$ cat config.mk
export PLATFORM = sky130hd
export DESIGN_NAME = bus_responder
export DESIGN_NICKNAME = d
export VERILOG_FILES = /design/src/rtl/bus_pkg.sv /design/src/rtl/rr_arbiter.sv /design/src/rtl/bus_responder.sv
export SDC_FILE = /design/constraint.sdc
export NUM_CORES = 2
export LEC_CHECK = 0
export CORE_MARGIN = 4
export CORE_UTILIZATION = 55
export DETAILED_ROUTE_END_ITERATION = 8
export PLACE_DENSITY = 0.83
export SYNTH_ARGS = -nofsm -noshare
export SYNTH_HDL_FRONTEND = slang
export SYNTH_SLANG_ARGS = --single-unit
$ cat constraint.sdc
create_clock -name clk -period 5.26 [get_ports clk]
set_clock_uncertainty 0.1 [all_clocks]
set_input_delay 1.052 -clock clk [delete_from_list [all_inputs] [get_ports clk]]
set_output_delay 1.052 -clock clk [all_outputs]
set_load 0.01 [all_outputs]
$ cat src/rtl/bus_pkg.sv
// Shared constants and types for the core bus request/grant slave.
// Address bit GPIO_FLAG_BIT selects the GPIO window instead of RAM.
package bus_pkg;

    localparam int unsigned ADDR_W        = 9;
    localparam int unsigned DATA_W        = 8;
    localparam int unsigned GPIO_FLAG_BIT = 8;

    localparam logic GPIO_OUT_OFS = 1'b0;
    localparam logic GPIO_IN_OFS  = 1'b1;

    localparam logic RW_READ  = 1'b0;
    localparam logic RW_WRITE = 1'b1;

    typedef enum logic [1:0] {
        IDLE,
        ACCESS,
        GRANT,
        RECOVER
    } bus_state_t;

    function automatic logic is_gpio(input logic [ADDR_W-1:0] a);
        return a[GPIO_FLAG_BIT];
    endfunction

endpackage

$ cat src/rtl/rr_arbiter.sv
// Combinational round-robin arbiter: first requester at or above ptr wins, with wrap.
// The pointer register is owned by the caller.
module rr_arbiter #(
    parameter int unsigned N = 2,
    localparam int unsigned IW = (N > 1) ? $clog2(N) : 1
) (
    input  logic [N-1:0]  req,
    input  logic [IW-1:0] ptr,
    output logic [N-1:0]  winner,
    output logic [IW-1:0] winner_idx,
    output logic          valid
);

    int unsigned k;

    always_comb begin
        winner     = '0;
        winner_idx = '0;
        valid      = 1'b0;
        k          = 0;
        for (int unsigned i = 0; i < N; i++) begin
            k = (32'(ptr) + i) % N;
            if (!valid && req[k]) begin
                valid      = 1'b1;
                winner[k]  = 1'b1;
                winner_idx = IW'(k);
            end
        end
    end

endmodule

$ cat src/rtl/bus_responder.sv
// Slave end of the core bus: round-robin arbitration, one byte access per
// four cycles into internal RAM or the GPIO window, one-cycle grant pulse.
module bus_responder
    import bus_pkg::*;
#(
    parameter int unsigned N_PORTS   = 2,
    parameter int unsigned RAM_DEPTH = 256,
    parameter int unsigned ADDR_W    = bus_pkg::ADDR_W,
    parameter int unsigned DATA_W    = bus_pkg::DATA_W
) (
    input  logic                      clk,
    input  logic                      reset,
    input  logic [N_PORTS-1:0]        req,
    input  logic [N_PORTS-1:0]        rw,
    input  logic [N_PORTS*ADDR_W-1:0] addr,
    input  logic [N_PORTS*DATA_W-1:0] wdata,
    output logic [N_PORTS-1:0]        grant,
    output logic [DATA_W-1:0]         rdata,
    input  logic [7:0]                gpio_in,
    output logic [7:0]                gpio_out,
    output logic                      busy
);

    localparam int unsigned IW     = (N_PORTS > 1) ? $clog2(N_PORTS) : 1;
    localparam int unsigned RAM_AW = (RAM_DEPTH > 1) ? $clog2(RAM_DEPTH) : 1;

    bus_state_t        state;
    logic [IW-1:0]     rr_ptr;
    logic [IW-1:0]     cur_idx;
    logic [ADDR_W-1:0] cur_addr;
    logic              cur_rw;
    logic [DATA_W-1:0] cur_wdata;

    logic [ADDR_W-1:0] port_addr  [N_PORTS];
    logic [DATA_W-1:0] port_wdata [N_PORTS];

    logic [N_PORTS-1:0] arb_winner;
    logic [IW-1:0]      arb_idx;
    logic               arb_valid;

    logic [DATA_W-1:0] mem [RAM_DEPTH];
    logic [RAM_AW-1:0] ram_idx;
    logic              ram_we;
    logic              gpio_out_we;
    logic [DATA_W-1:0] access_data;
    logic [IW-1:0]     next_ptr;

    always_comb begin
        for (int k = 0; k < int'(N_PORTS); k++) begin
            port_addr[k]  = addr[k*ADDR_W +: ADDR_W];
            port_wdata[k] = wdata[k*DATA_W +: DATA_W];
        end
    end

    rr_arbiter #(
        .N (N_PORTS)
    ) u_arb (
        .req        (req),
        .ptr        (rr_ptr),
        .winner     (arb_winner),
        .winner_idx (arb_idx),
        .valid      (arb_valid)
    );

    assign ram_idx = cur_addr[RAM_AW-1:0];

    // Reset in the ACCESS cycle suppresses the commit, so an interrupted write never lands.
    assign ram_we = (state == ACCESS) && !reset && (cur_rw == RW_WRITE) && !is_gpio(cur_addr);

    assign gpio_out_we = (cur_rw == RW_WRITE) && is_gpio(cur_addr)
                         && (cur_addr[0] == GPIO_OUT_OFS);

    assign next_ptr = (cur_idx == IW'(N_PORTS - 1)) ? '0 : cur_idx + 1'b1;

    // Writes echo their data; reads pick RAM, gpio_out or gpio_in.
    always_comb begin
        if (cur_rw == RW_WRITE) begin
            access_data = cur_wdata;
        end else if (!is_gpio(cur_addr)) begin
            access_data = mem[ram_idx];
        end else if (cur_addr[0] == GPIO_IN_OFS) begin
            access_data = DATA_W'(gpio_in);
        end else begin
            access_data = DATA_W'(gpio_out);
        end
    end

    // RAM contents survive reset.
    always_ff @(posedge clk) begin
        if (ram_we) begin
            mem[ram_idx] <= cur_wdata;
        end
    end

    always_ff @(posedge clk) begin
        if (reset) begin
            state     <= IDLE;
            rr_ptr    <= '0;
            grant     <= '0;
            rdata     <= '0;
            gpio_out  <= '0;
            cur_idx   <= '0;
            cur_addr  <= '0;
            cur_rw    <= RW_READ;
            cur_wdata <= '0;
        end else begin
            unique case (state)
                IDLE: begin
                    if (arb_valid) begin
                        cur_idx   <= arb_idx;
                        cur_addr  <= port_addr[arb_idx];
                        cur_rw    <= rw[arb_idx];
                        cur_wdata <= port_wdata[arb_idx];
                        state     <= ACCESS;
                    end
                end
                ACCESS: begin
                    rdata <= access_data;
                    grant <= N_PORTS'(1) << cur_idx;
                    if (gpio_out_we) begin
                        gpio_out <= 8'(cur_wdata);
                    end
                    state <= GRANT;
                end
                GRANT: begin
                    grant  <= '0;
                    rr_ptr <= next_ptr;
                    state  <= RECOVER;
                end
                RECOVER: begin
                    // Requester's stale req is still visible here; deliberately not sampled.
                    state <= IDLE;
                end
                default: state <= IDLE;
            endcase
        end
    end

    assign busy = (state != IDLE);

endmodule

Word level (Yosys, flattened, before mapping)
Memory sizes are Yosys's and may differ from the RTL's. A register that Yosys moved wholly into a read port is not among the register bits.
Index checks and enable logic that the tools add are counted.
{"block": "totals", "mem_bits_rw": 2048, "in_bits": 48, "reg_bits": 40, "memories": 1, "word_cells": 64, "out_inout_bits": 19}
{"block": "op_classes", "n_mux": 27, "n_eq_ne": 4, "order_cmp": 4, "n_shift": 1, "reduce_logical": 14, "bitwise_logic": 2, "add_sub_neg": 2}
{"name": "mem", "depth": 256, "width": 8, "rd": 1, "rd_ports_with_merged_regs": 1, "write_ports": 1, "line": "bus_responder.sv:41", "text": "logic [DATA_W-1:0] mem [RAM_DEPTH];"}
{"op": "8-bit 2-to-1 mux", "count": 8}
{"op": "9-bit 2-to-1 mux", "count": 3}
{"op": "1-bit 2-to-1 mux", "count": 13}
{"op": "2-bit case mux with 4 select lines", "count": 1}
{"op": "1-bit logical AND", "count": 6}
{"op": "1-bit by 2-bit less-than comparator with 1-bit output, second input constant", "count": 3}
{"op": "2-bit == test, second input constant", "count": 2}
{"op": "2-bit case mux with 2 select lines", "count": 1}
{"op": "2-bit AND reduction", "count": 2}
{"op": "2-bit nonzero test", "count": 2}
{"op": "1-bit zero test", "count": 3}
{"op": "1-bit adder, second input constant", "count": 2}
{"op": "2-bit by 1-bit == test with 1-bit output, second input constant", "count": 1}
{"op": "2-bit >= comparator, second input constant", "count": 1}
{"op": "2-bit zero test", "count": 1}
{"op": "2-bit 2-to-1 mux", "count": 1}
{"op": "2-bit != test, second input constant", "count": 1}
{"op": "1-bit inverter with 2-bit output", "count": 1}
{"op": "1-bit by 1-bit << shifter with 2-bit output, first input constant", "count": 1}
{"op": "1-bit inverter", "count": 1}

Longest topological paths before layout
{"block": "depth", "depth_word": 12, "mapped_depth": 13, "ltp_nobuf": 7}

By module
A second synthesis with hierarchy kept.
{"block": "hier_totals", "hier_cells": 4054, "area_unflattened_um2": 82281.4}
{"mod": "bus_responder", "n_inst": 1, "area_each_um2": 82248.9, "seq_area_each_um2": 62459.9, "cells_each": 4049}
{"mod": "rr_arbiter", "n_inst": 1, "area_each_um2": 32.5, "seq_area_each_um2": 0.0, "cells_each": 5}

Least setup slack after synthesis
OpenSTA, ideal clock, no wires.
{"block": "synth_timing", "kind": "reg2reg", "startpoint": "reg cur_wdata[4]", "endpoint": "reg rdata[4]", "required_time_ns": 5.057, "path_stages_with_launch": 3, "path_slack_ns": 0.790, "path_buffers": 0, "synth_period_minus_slack_ns": 4.470, "arrival_time_ns": 4.267, "setup_ns": 0.103, "cell_sequence": "dfxtp_1 -> o21ai_0 -> o41ai_1"}
{"block": "synth_via", "elab_chain_cells": 1}
{"element": "start: declaration", "line": "bus_responder.sv:32", "text": "logic [DATA_W-1:0] cur_wdata;"}
{"element": "start signal: assignment", "line": "bus_responder.sv:113", "text": "cur_wdata <= port_wdata[arb_idx];"}
{"element": "8-bit 2-to-1 mux", "line": "bus_responder.sv:77", "text": "if (cur_rw == RW_WRITE) begin"}
{"element": "end signal: assignment", "line": "bus_responder.sv:118", "text": "rdata <= access_data;"}
{"element": "end: declaration", "line": "bus_responder.sv:18", "text": "output logic [DATA_W-1:0] rdata,"}
No other way between the ends.
A chain may end at the register's enable or synchronous reset.

==> summary.md <==
| Metric | Value |
|---|---|
| Result of the run | complete, no violations |
| TritonCTS clock tree | yes |
| Relative contribution of combinational cells to total power | about a quarter |
| Commonest non-fill, non-tap cell in the layout | sky130_fd_sc_hd__edfxtp_1 |
| Post-DRT Antenna Nets | 0 |
| Inserted Clock Buffers | slightly below 200 |
| Final period demand of the worst path | 4.461 ns |
| Number of DRC markers after the initial detailed-route iteration | 8,072 |
| Boundary Pins | 67 |
| Width of the die | roughly 390 microns |
| Largest driver fanout on the critical path | 38 |
| Logic depth of the worst register-to-register path | 8 |
| Final layout net count | ~4,200 |
| Required time worst endpoint | 5.85 ns |
| Total number of vias | approximately 44,000 |
| Most used flip-flop cell after synthesis | sky130_fd_sc_hd__edfxtp_1 |
| Number of failing hold endpoints at the final stage | 0 |
| Buffers inserted during post-CTS setup optimization | 0 |
| Hold-fix buffer count after cts | 0 |
| Global-route wire length before repair | 317.1 mm |
| Warning count from the yosys run | 0 |
| Post-Synthesis Mean Instance Area | about 21 sq um |
| Critical-path top delay cell | sky130_fd_sc_hd__dfxtp_4 |
| Hpwl dp | 126.7 mm |
| Synthesized netlist cell count | 3,961 |
| Sink count of the clock tree | 2,096 |
| Clock network latency to the later pin of the worst-skew pair | 0.85 ns |
| Syn_nets | roughly 4,000 |
| Max transition margin | 6.824% |
| Setup-failing EPs final | 0 |
| Final instance area | 90,680 sq um |
| Net switching share of the total power | 30.87% |
| CP Launch Type | flip-flop |
| Clock root buffer | sky130_fd_sc_hd__clkbuf_16 |
| Max-cap violations | 0 |
| Antenna violations before repair | 10 |
| PwrDens | a little over 500 nW/um^2 |
| Starting density of the core | a little under three fifths |
| Critical register-to-register path endpoint | rdata[3] |
| Upper clock frequency limit | 0.2242 GHz |
| Post-route core utilization | 61.48% |
| Number of buffers on the longest clock path | 3 |
| Most frequent cells in the layout | sky130_fd_sc_hd__edfxtp_1, sky130_fd_sc_hd__mux4_2, sky130_fd_sc_hd__nor2_1, sky130_fd_sc_hd__clkbuf_16, sky130_fd_sc_hd__mux2i_1 |
| Int Pwr | 31.57 mW |
| Most area-consuming cells after synthesis | sky130_fd_sc_hd__edfxtp_1, sky130_fd_sc_hd__mux4_2, sky130_fd_sc_hd__mux2i_1 |
| Cell type group with the largest total delay on the critical path | compound AO/OA/AOI/OAI gates |
| Part of the total power dissipated in sequential elements | 46.0% |
| Cells traversed along the worst timing path | buf_12 -> buf_4 -> mux4_2 -> a2111oi_0 -> o21ai_0 -> o211ai_1 -> and3_1 -> o32ai_1 |
| Wire length after detailed routing | 220.7 mm |
| Cell count along the critical path | 8 |
| Area inside the core boundary | ~150,000 sq um |
| Buffering stage count on the worst path with inverters included | 2 |
| # rows | 141 |
| Critical Path Max Stage Delay | 1.01 ns |
| Worst VDD drop | 0.0004217 V |
| Die ar. | 154,500 sq um |
| Reported leakage power | 27.82 nW |
| Layout overhead on the synthesized area | 11.17% |
| Fraction of layout cells with a size suffix above 1 | 21.03% |
| Yosys reg bits | 2,096 |
| Port Buf Inserts | 66 |
| Die extent in y | 393.1 microns |
| Level count of the clock H-tree | 4 |
| Post-CTS sizing | 0 |
| Arrival time worst endpoint | 5.05 ns |
| Sequential-to-total area share from yosys stat | 76.58% |
| Number of global-route vias before repair | 43,920 |
| Setup repair after global routing missed its margin | no |
| Summed negative setup slack over all endpoints | 0 ns |
| End point of the critical path | rdata[3] |
| Area fraction of the dominant cell type after synthesis | ~75% |
| Clock slew at reported path FFs | about 0.060 ns |
| Post-place instance area | 84,460 sq um |
| Class of the tightest hold or removal check | flip-flop to flip-flop |
| Grt ovf | 0 |
| Power dissipated by switching net loads | between 10 and 15 mW |
| Internal reg-to-reg setup slack | roughly 0.8 ns |
| Worst slew pin tran | 1.394 ns |
| Post-Syn Area | 81,560 sq um |
| Class of the most critical setup path | flip-flop to flip-flop |
| Via count normalized by instance count | approximately 7.1 |
| Number of max-slew violations in the final report | 0 |
| Routed length per placed instance | 35.47 microns |
| Maximum number of pins on one net before global-route repair | 211 |
| Final Wtd Congestion | ~0.97 |
| Cell depth of the worst hold path | 2 |
| Biggest area consumer among synthesized cells | sky130_fd_sc_hd__edfxtp_1 |
| Clock Power Share | 30.4% |
| All-layer global routing usage | about 29% |
| Post-synth ARST share | 0% |
| Worst Setup End Kind | flip-flop |
| Number of DRC violations after detailed routing | 0 |
| Number of library cell types mapped by synthesis | 62 |
| Number of enable-type register cells in the synthesized netlist | 2,048 |
| Final period utilization | between 80% and 90% |
| Detailed-router iteration count before antenna repair | 9 |
## layout make-up
class | count | area, sq um
sequential | 2096 | 62500
fill | 9255 | 56810
clock buffer | 245 | 5131
clock inverter | 120 | 1065
inverter | 10 | 37.54
timing repair buffer | 189 | 1779
tap | 1930 | 2415
multi-input combinational | 1625 | 17730
antenna | 7 | 17.52
## metrics by stage
stage | worst slack, ns | instances | power (mW) | hold WS [ns]
global route | 0.7316 | 6215 | 46.67 | 0.4010
floorplan | 0.7899 | 3961 | 27.80 | 0.3612
finish | 0.7993 | 6222 | 45.67 | 0.3839
CTS | 1.043 | 6215 | 45.21 | 0.3809
detailed placement | 0.9116 | 5850 | 31.42 | 0.3722
global placement | 0.9981 | 5850 | 31.08 | 0.3578
## cell usage after synthesis (all sizes together) (6+ instances only)
cell / n
nand2b: 13
o22ai: 53
dfxtp: 48
clkbuf: 97
a221oi: 18
nor4: 9
a31oi: 13
and3: 9
a22oi: 88
a21oi: 60
edfxtp: 2048
o32ai: 7
inv: 9
nor3: 27
mux4: 472
nor2b: 37
a2111oi: 6
o21ai: 40
nand4: 11
o221ai: 14
o211ai: 13
buf: 133
mux2: 21
nor2: 328
a211oi: 36
nand3: 41
a22o: 15
nand2: 98
mux2i: 132
## worst reg2reg max path: cells and delay by family (launching register included)
family / cells / cell delay, ns
flip-flops: 1 / 1.01
AND/OR/NAND/NOR: 1 / 0.27
multiplexers: 1 / 0.59
AO/OA/AOI/OAI: 4 / 1.48
buffers and inverters: 2 / 0.87
## registers in the layout (all words and copies together) (netlist names), 2 cells and up, named ones only
register   flops
state          2
cur_addr       9
grant          2
cur_wdata      8
gpio_out       8
rdata          8
mem         2048
## logic make-up after synthesis
family | after synthesis | synth area share [%]
buffers and inverters | 240 | 1.736
DFF | 2096 | 76.58
AOI/OAI and AO/OA | 399 | 3.404
and+or+nand+nor | 597 | 3.195
muxes | 625 | 15.03
adders and majority gates | 4 | 0.06136
## routing by layer
layer,part of all wire (%),vias up,GRT usage [%]
met4,7.3,10,17.36
met5,0.056,-,0
met3,14,950,9.388
li1,-,16790,-
met2,46,4094,43.73
met1,32,22040,36.71
## power by group through the flow
| stage | combinational, mW | sequential [mW] | clock [mW] |
|---|---|---|---|
| 2_1_floorplan | 6.10 | 21.7 | 0 |
| 3_3_place_gp | 9.83 | 21.3 | 0 |
| 3_5_place_dp | 10.1 | 21.3 | 0 |
| 4_1_cts | 10.3 | 21.0 | 13.9 |
| 5_1_grt | 11.0 | 21.0 | 14.7 |
| 6_report | 10.8 | 21.0 | 13.9 |
## worst min path at each step
stage	startpoint	to	slack, ns
6_report	gpio_out[0]	gpio_out[0]	0.38
3_3_place_gp	gpio_out[0]	gpio_out[0]	0.36
5_1_grt	gpio_out[1]	gpio_out[1]	0.40
3_5_place_dp	grant[1]	grant[1]	0.37
4_1_cts	grant[1]	grant[1]	0.38
2_1_floorplan	cur_idx	rr_ptr	0.36
Note: power is estimated with default switching activity, not from simulation.
